**src/rtl/q2_pkg.sv**
```systemverilog
// Shared definitions for the q2 bit-serial ALU sequencer: opcodes, FSM states, flag seeding.
package q2_pkg;

    localparam logic [1:0] OP_LOAD = 2'b00;
    localparam logic [1:0] OP_NOR  = 2'b01;
    localparam logic [1:0] OP_ADD  = 2'b10;
    localparam logic [1:0] OP_SHR  = 2'b11;

    typedef enum logic [1:0] {
        ST_IDLE = 2'd0,
        ST_RUN  = 2'd1,
        ST_DONE = 2'd2
    } state_e;

    // LOAD/NOR seed the zero-detect with 1; ADD seeds carry; SHR seeds the bit shifted out.
    function automatic logic flag_init(input logic [1:0] op, input logic cin, input logic x0);
        logic f;
        f = 1'b1;
        case (op)
            OP_ADD:  f = cin;
            OP_SHR:  f = x0;
            default: f = 1'b1;
        endcase
        return f;
    endfunction

endpackage

```
**src/rtl/q2_shreg.sv**
```systemverilog
// WIDTH-bit right shift register with parallel load and serial input at the MSB.
// Load has priority over shift; one-cycle update, no backpressure.
module q2_shreg #(
    parameter int WIDTH = 12
) (
    input  logic             clk,
    input  logic             rst_n,
    input  logic             load_i,
    input  logic [WIDTH-1:0] data_i,
    input  logic             shift_i,
    input  logic             ser_i,
    output logic [WIDTH-1:0] q_o
);

    logic [WIDTH-1:0] sh_q;
    logic [WIDTH-1:0] sh_d;

    always_comb begin
        sh_d = sh_q;
        if (load_i) begin
            sh_d = data_i;
        end else if (shift_i) begin
            sh_d = {ser_i, sh_q[WIDTH-1:1]};
        end
    end

    always_ff @(posedge clk or negedge rst_n) begin
        if (!rst_n) begin
            sh_q <= '0;
        end else begin
            sh_q <= sh_d;
        end
    end

    assign q_o = sh_q;

endmodule

```
**src/rtl/q2_alu_seq.sv**
```systemverilog
// Bit-serial operand sequencer driving the q2 single-bit ALU slice, LSB first.
// Latency: res_valid WIDTH cycles after accept; one op per WIDTH+2 cycles, op_ready only in IDLE.
// Optional golden-model self-check under Q2_ALU_SEQ_SELFCHECK_EN (otherwise chk_err tied 0).
module q2_alu_seq
    import q2_pkg::*;
#(
    parameter int WIDTH = 12
) (
    input  logic             clk,
    input  logic             rst_n,
    input  logic             op_valid,
    output logic             op_ready,
    input  logic [1:0]       op_code,
    input  logic [WIDTH-1:0] a_in,
    input  logic [WIDTH-1:0] x_in,
    input  logic             cin,
    output logic             res_valid,
    output logic [WIDTH-1:0] res_data,
    output logic             res_flag,
    output logic             alu_a0,
    output logic             alu_x0,
    output logic             alu_x1,
    output logic             alu_f,
    output logic             alu_o0,
    output logic             alu_o1,
    input  logic             alu_out,
    input  logic             alu_cout,
    output logic             chk_err
);

    localparam int CW = $clog2(WIDTH);

    state_e           state_q, state_d;
    logic [CW-1:0]    cnt_q, cnt_d;
    logic [1:0]       op_q, op_d;
    logic             flag_q, flag_d;
    logic [WIDTH-1:0] res_data_q, res_data_d;
    logic             res_flag_q, res_flag_d;
    logic [WIDTH-1:0] a_q, x_q;
    logic             accept, run, last;

    assign run    = (state_q == ST_RUN);
    assign accept = op_valid && (state_q == ST_IDLE);
    assign last   = (cnt_q == CW'(WIDTH - 1));

    // A recirculates the slice result; X just drains towards zero.
    q2_shreg #(.WIDTH(WIDTH)) u_a_sh (
        .clk     (clk),
        .rst_n   (rst_n),
        .load_i  (accept),
        .data_i  (a_in),
        .shift_i (run),
        .ser_i   (alu_out),
        .q_o     (a_q)
    );

    q2_shreg #(.WIDTH(WIDTH)) u_x_sh (
        .clk     (clk),
        .rst_n   (rst_n),
        .load_i  (accept),
        .data_i  (x_in),
        .shift_i (run),
        .ser_i   (1'b0),
        .q_o     (x_q)
    );

    always_ff @(posedge clk or negedge rst_n) begin
        if (!rst_n) begin
            state_q <= ST_IDLE;
        end else begin
            state_q <= state_d;
        end
    end

    always_comb begin
        state_d = state_q;
        case (state_q)
            ST_IDLE: if (accept) state_d = ST_RUN;
            ST_RUN:  if (last)   state_d = ST_DONE;
            ST_DONE: state_d = ST_IDLE;
            default: state_d = ST_IDLE;
        endcase
    end

    always_comb begin
        op_ready  = (state_q == ST_IDLE);
        res_valid = (state_q == ST_DONE);
        alu_a0    = 1'b0;
        alu_x0    = 1'b0;
        alu_x1    = 1'b0;
        alu_f     = 1'b0;
        alu_o0    = 1'b0;
        alu_o1    = 1'b0;
        if (run) begin
            alu_a0 = a_q[0];
            alu_x0 = x_q[0];
            alu_x1 = last ? 1'b0 : x_q[1];
            alu_f  = flag_q;
            alu_o0 = op_q[0];
            alu_o1 = op_q[1];
        end
    end

    // The result is captured on the final RUN edge so it is stable for the whole DONE cycle
    // and survives the A register being reloaded by the next accept.
    always_comb begin
        cnt_d      = cnt_q;
        op_d       = op_q;
        flag_d     = flag_q;
        res_data_d = res_data_q;
        res_flag_d = res_flag_q;
        if (accept) begin
            cnt_d  = '0;
            op_d   = op_code;
            flag_d = flag_init(op_code, cin, x_in[0]);
        end else if (run) begin
            cnt_d  = cnt_q + CW'(1);
            flag_d = alu_cout;
            if (last) begin
                res_data_d = {alu_out, a_q[WIDTH-1:1]};
                res_flag_d = alu_cout;
            end
        end
    end

    always_ff @(posedge clk or negedge rst_n) begin
        if (!rst_n) begin
            cnt_q      <= '0;
            op_q       <= '0;
            flag_q     <= 1'b0;
            res_data_q <= '0;
            res_flag_q <= 1'b0;
        end else begin
            cnt_q      <= cnt_d;
            op_q       <= op_d;
            flag_q     <= flag_d;
            res_data_q <= res_data_d;
            res_flag_q <= res_flag_d;
        end
    end

    assign res_data = res_data_q;
    assign res_flag = res_flag_q;

`ifdef Q2_ALU_SEQ_SELFCHECK_EN
    logic [WIDTH-1:0] gold_data_q, gold_data_d;
    logic             gold_flag_q, gold_flag_d;
    logic             chk_err_q, chk_err_d;

    always_comb begin
        gold_data_d = x_in;
        gold_flag_d = (x_in == '0);
        case (op_code)
            OP_NOR: begin
                gold_data_d = ~(a_in | x_in);
                gold_flag_d = ((a_in | x_in) == {WIDTH{1'b1}});
            end
            OP_ADD: begin
                {gold_flag_d, gold_data_d} = {1'b0, a_in} + {1'b0, x_in} + {{WIDTH{1'b0}}, cin};
            end
            OP_SHR: begin
                gold_data_d = {1'b0, x_in[WIDTH-1:1]};
                gold_flag_d = x_in[0];
            end
            default: begin
                gold_data_d = x_in;
                gold_flag_d = (x_in == '0);
            end
        endcase
    end

    always_comb begin
        chk_err_d = chk_err_q;
        if ((state_q == ST_DONE) &&
            ((res_data_q != gold_data_q) || (res_flag_q != gold_flag_q))) begin
            chk_err_d = 1'b1;
        end
    end

    always_ff @(posedge clk or negedge rst_n) begin
        if (!rst_n) begin
            gold_data_q <= '0;
            gold_flag_q <= 1'b0;
            chk_err_q   <= 1'b0;
        end else begin
            if (accept) begin
                gold_data_q <= gold_data_d;
                gold_flag_q <= gold_flag_d;
            end
            chk_err_q <= chk_err_d;
        end
    end

    assign chk_err = chk_err_q;
`else
    assign chk_err = 1'b0;
`endif

endmodule

```
**config.mk**
```make
export PLATFORM = sky130hd
export DESIGN_NAME = q2_alu_seq
export DESIGN_NICKNAME = d
export VERILOG_FILES = /design/src/rtl/q2_pkg.sv /design/src/rtl/q2_shreg.sv /design/src/rtl/q2_alu_seq.sv
export SDC_FILE = /design/constraint.sdc
export NUM_CORES = 1
export LEC_CHECK = 0
export CAP_MARGIN = 5
export CORE_MARGIN = 1
export CORE_UTILIZATION = 51
export CTS_CLUSTER_DIAMETER = 200
export DETAILED_ROUTE_END_ITERATION = 8
export PLACE_DENSITY = 0.84
export SLEW_MARGIN = 40
export SYNTH_ARGS = -nofsm -noshare
export SYNTH_HDL_FRONTEND = slang
export SYNTH_SLANG_ARGS = --single-unit
export TNS_END_PERCENT = 20
```
**constraint.sdc**
```tcl
create_clock -name clk -period 2.5 [get_ports clk]
set_clock_uncertainty 0.05 [all_clocks]
set_input_delay 0.75 -clock clk [delete_from_list [all_inputs] [get_ports clk]]
set_output_delay 0.75 -clock clk [all_outputs]
set_load 0.02 [all_outputs]
```
==> results of run 1 <==
## area by class of cell
class | instances | share of cell area
clock buffers | 7 | 0.0284
multi-input cells | 126 | 0.302
repair buffers | 61 | 0.219
well taps | 48 | 0.0224
flip-flops and latches | 46 | 0.429
## worst paths after layout
check                           startpoint             to  slack (ps)  depth (start not counted)
worst max-delay path            state_q[0]      res_valid          50                          3
worst min-delay path               op_q[1]        op_q[1]         420                          2
worst max register to register    cnt_q[0]    res_data[5]         660                          5
worst min register to register     op_q[1]        op_q[1]         420                          2
max in group asynchronous            rst_n  u_a_sh.q_o[7]        1550                          2
min in group asynchronous            rst_n        op_q[0]         470                          2
## logic make-up after synthesis
| logic type | count (synthesis) | synth area share |
|---|---|---|
| simple gates | 82 | 0.189 |
| flops | 46 | 0.568 |
| compound gates | 27 | 0.0969 |
| mux | 15 | 0.0987 |
| buf+inv | 11 | 0.0395 |
| fa+ha+maj | 1 | 0.00617 |
| other cells | 1 | 0.00185 |
## sequential cells by signal, summed over array words and instances, names as in the netlist
name and count:
state_q 2, res_data 12, flag_q 1, u_a_sh.q_o 12, u_x_sh.q_o 12, res_flag 1, op_q 2, cnt_q 4
## per-layer routing
metal	global-route usage	vias up	share of wire
met2	0.365	38	0.48
met4	0.0978	0	0.018
met5	0	-	0
met3	0.0475	8	0.042
li1	-	734	-
met1	0.267	724	0.46
## layout by cell type (no fill, tap or decap), types with 2 or more instances in the layout
master / n
sky130_fd_sc_hd__and2_1: 5
sky130_fd_sc_hd__dlygate4sd2_1: 6
sky130_fd_sc_hd__mux2i_1: 2
sky130_fd_sc_hd__a22oi_1: 23
sky130_fd_sc_hd__clkbuf_8: 5
sky130_fd_sc_hd__nand3b_1: 2
sky130_fd_sc_hd__o21ai_0: 2
sky130_fd_sc_hd__nand2_1: 62
sky130_fd_sc_hd__and3_1: 2
sky130_fd_sc_hd__nand3_1: 3
sky130_fd_sc_hd__mux2_4: 9
sky130_fd_sc_hd__mux2_2: 4
sky130_fd_sc_hd__dfrtp_1: 46
sky130_fd_sc_hd__clkbuf_1: 2
sky130_fd_sc_hd__clkdlybuf4s50_1: 45
sky130_fd_sc_hd__buf_4: 8
## through the flow
stage               cell area, sq um  hold slack, ps   util
CTS                             2690             427  0.718
floorplan                       2030             380      -
detailed placement              2620             410  0.699
finish                          2690             424  0.718
global route                    2690             463  0.718
global placement                2610             401  0.697
## power groups by stage
stage | Combinational, mW | Sequential (mW) | Clock (mW)
after floorplan | 0.769 | 1.41 | 0
after global placement | 1.42 | 1.30 | 0
after detailed placement | 1.47 | 1.32 | 0
after CTS | 1.44 | 1.30 | 0.428
after global routing | 1.56 | 1.34 | 0.450
final | 1.43 | 1.30 | 0.418
## critical path, delay by kind of cell, from the launching register on
kind | cells | cell delay, ps
and+or+nand+nor | 1 | 210
buffers and inverters | 2 | 760
DFF | 1 | 380
==> run summary, run 1 <==
================================================================================
Result of the run                                                      completed
Switch share                                                               0.364
Total congestion overflow after global routing                                 0
CTS tree                                                                   built
Required time of the worst setup path                                    1700 ps
#FFs+latches synth                                                            46
Total I/O pin count                                                           54
Type of the worst setup path                                          reg -> out
Total routed wirelength                                                  4070 um
CP max FO                                                                      7
Fraction of synthesized cell area taken by the top area cell type          0.568
Violation count after the first detailed-routing iteration                   109
Buffer depth of the longest clock path                                         2
Mean cell area of the mapped netlist                                  11.1 sq um
Width of the die                                                         65.1 um
Std-Cell Core Area                                                    3740 sq um
Final cell count without fillers                                             288
Clk sinks                                                                     46
Type of the most critical hold path                                   reg -> reg
Sequential share of the synthesized area                                   0.568
WL per Instance                                                          14.1 um
Most frequent cell after synthesis                                  sky130_fd_sc_hd__nand2_1
Number of max-slew violations in the final report                              0
Data arrival time of the worst path                                      1650 ps
Largest net degree at the start of global routing                             47
Proportion of layout cells with a drive suffix above 1                     0.142
Slew at the pin closest to its max-slew limit                             557 ps
Inst Count DP                                                                281
Total setup buffers inserted after CTS                                         0
Y dimension of the die                                                   65.1 um
Highest cell delay on the worst timing path                               590 ps
Detailed placement HPWL                                                  2860 um
Full die area                                                         4230 sq um
Synth Flop Type                                                     sky130_fd_sc_hd__dfrtp_1
Post-synth design cell area                                           2030 sq um
Sequential cell area                                                  1150 sq um
Number of buffers created by CTS                                               5
Starting density of the core                                               0.542
DRT antenna net count                                                          0
Count of flip-flops with a built-in enable after synthesis                     0
Layout fillers                                                               309
Synth Warn #                                                                   0
CTS Hold Buffers Added                                                         0
Total count of hold-check failures in the final report                         0
Area taken by multi-input logic gates                                  811 sq um
Final Critical Period                                                    2450 ps
Most frequent cells after synthesis                                 sky130_fd_sc_hd__nand2_1 (62), sky130_fd_sc_hd__dfrtp_1 (46), sky130_fd_sc_hd__a22oi_1 (23)
Clock network latency to the later pin of the worst-skew pair             300 ps
Final total negative setup slack                                            0 ps
Cell type contributing the most total cell area after synthesis     sky130_fd_sc_hd__dfrtp_1
Areal power density over the cells                                  1170 nW/um^2
Portion of total power attributed to the clock network                     0.133
Maximum level of the CTS H-tree                                                2
Critical-path top delay cell                                        sky130_fd_sc_hd__clkdlybuf4s50_1
Synth-to-layout area growth                                                32.4%
Critical path startpoint category                                      flip-flop
Mapped Nets                                                                  216
Worst path cell trace                                               buf_4 -> and2b_2 -> clkdlybuf4s50_1
Max_cap viols                                                                  0
GRT Overall Usage                                                          0.217
Final setup slack of the worst path                                      54.9 ps
Fmax                                                                     409 MHz
Ratio of final minimum period to clock period                              0.978
Clock Root Buffer                                                   sky130_fd_sc_hd__clkbuf_8
Rel. slew slack                                                            0.627
Critical path capture point type                                     output port
Via count of the first global-routing pass                                  1553
Number of distinct library cells after synthesis                              26
Count of cells resized by post-cts repair                                      6
RSZ-0062 raised after global routing                                          no
Final-stage net count                                                        273
Wire length of the first global-routing pass                             6840 um
Post-synthesis async set-or-reset flop share                                1.00
Number of antenna repair diodes                                                0
Post-placement setup slack                                                158 ps
Gate count after technology mapping                                          183
DR vias                                                                     1504
Proportion of power drawn by combinational gates                           0.454
Maximum VDD drop                                                        0.643 mV
Sum of internal, switching and leakage power                             3.15 mW
Global placement routability congestion                                    0.773
Leak                                                                     1.27 nW
Detailed-routing iteration count for the pre-antenna-repair pass               4
Number of buffers added on ports                                              52
Count of unresolved DRC violations after routing                               0
Final count of negative-setup-slack endpoints                                  0
Worst-path clk slew                                                        80 ps
Dominant cells by area after synthesis                              sky130_fd_sc_hd__dfrtp_1 (57%), sky130_fd_sc_hd__nand2_1 (11%), sky130_fd_sc_hd__a22oi_1 (8.5%), sky130_fd_sc_hd__mux2_4 (6.7%), sky130_fd_sc_hd__mux2_2 (2.2%)
Cell row count                                                                22
Internal power                                                           2.00 mW
Part of the total power dissipated in sequential elements                  0.414
Antenna violations before repair                                               0
Switching power summed over all nets                                     1.14 mW
Routed vias/inst                                                            5.22
================================================================================
No activity file was read; power rests on OpenSTA's default activity.
==> run 2: changes to the inputs <==
--- a/config.mk
+++ b/config.mk
@@ -9,7 +9,9 @@
 export CORE_MARGIN = 1
 export CORE_UTILIZATION = 51
 export CTS_CLUSTER_DIAMETER = 200
+export CTS_CLUSTER_SIZE = 10
 export DETAILED_ROUTE_END_ITERATION = 8
+export GPL_ROUTABILITY_DRIVEN = 1
 export PLACE_DENSITY = 0.84
 export SLEW_MARGIN = 40
 export SYNTH_ARGS = -nofsm -noshare
==> results of run 2 <==
The final DEF is identical to that of run 1; final timing and power are the same.
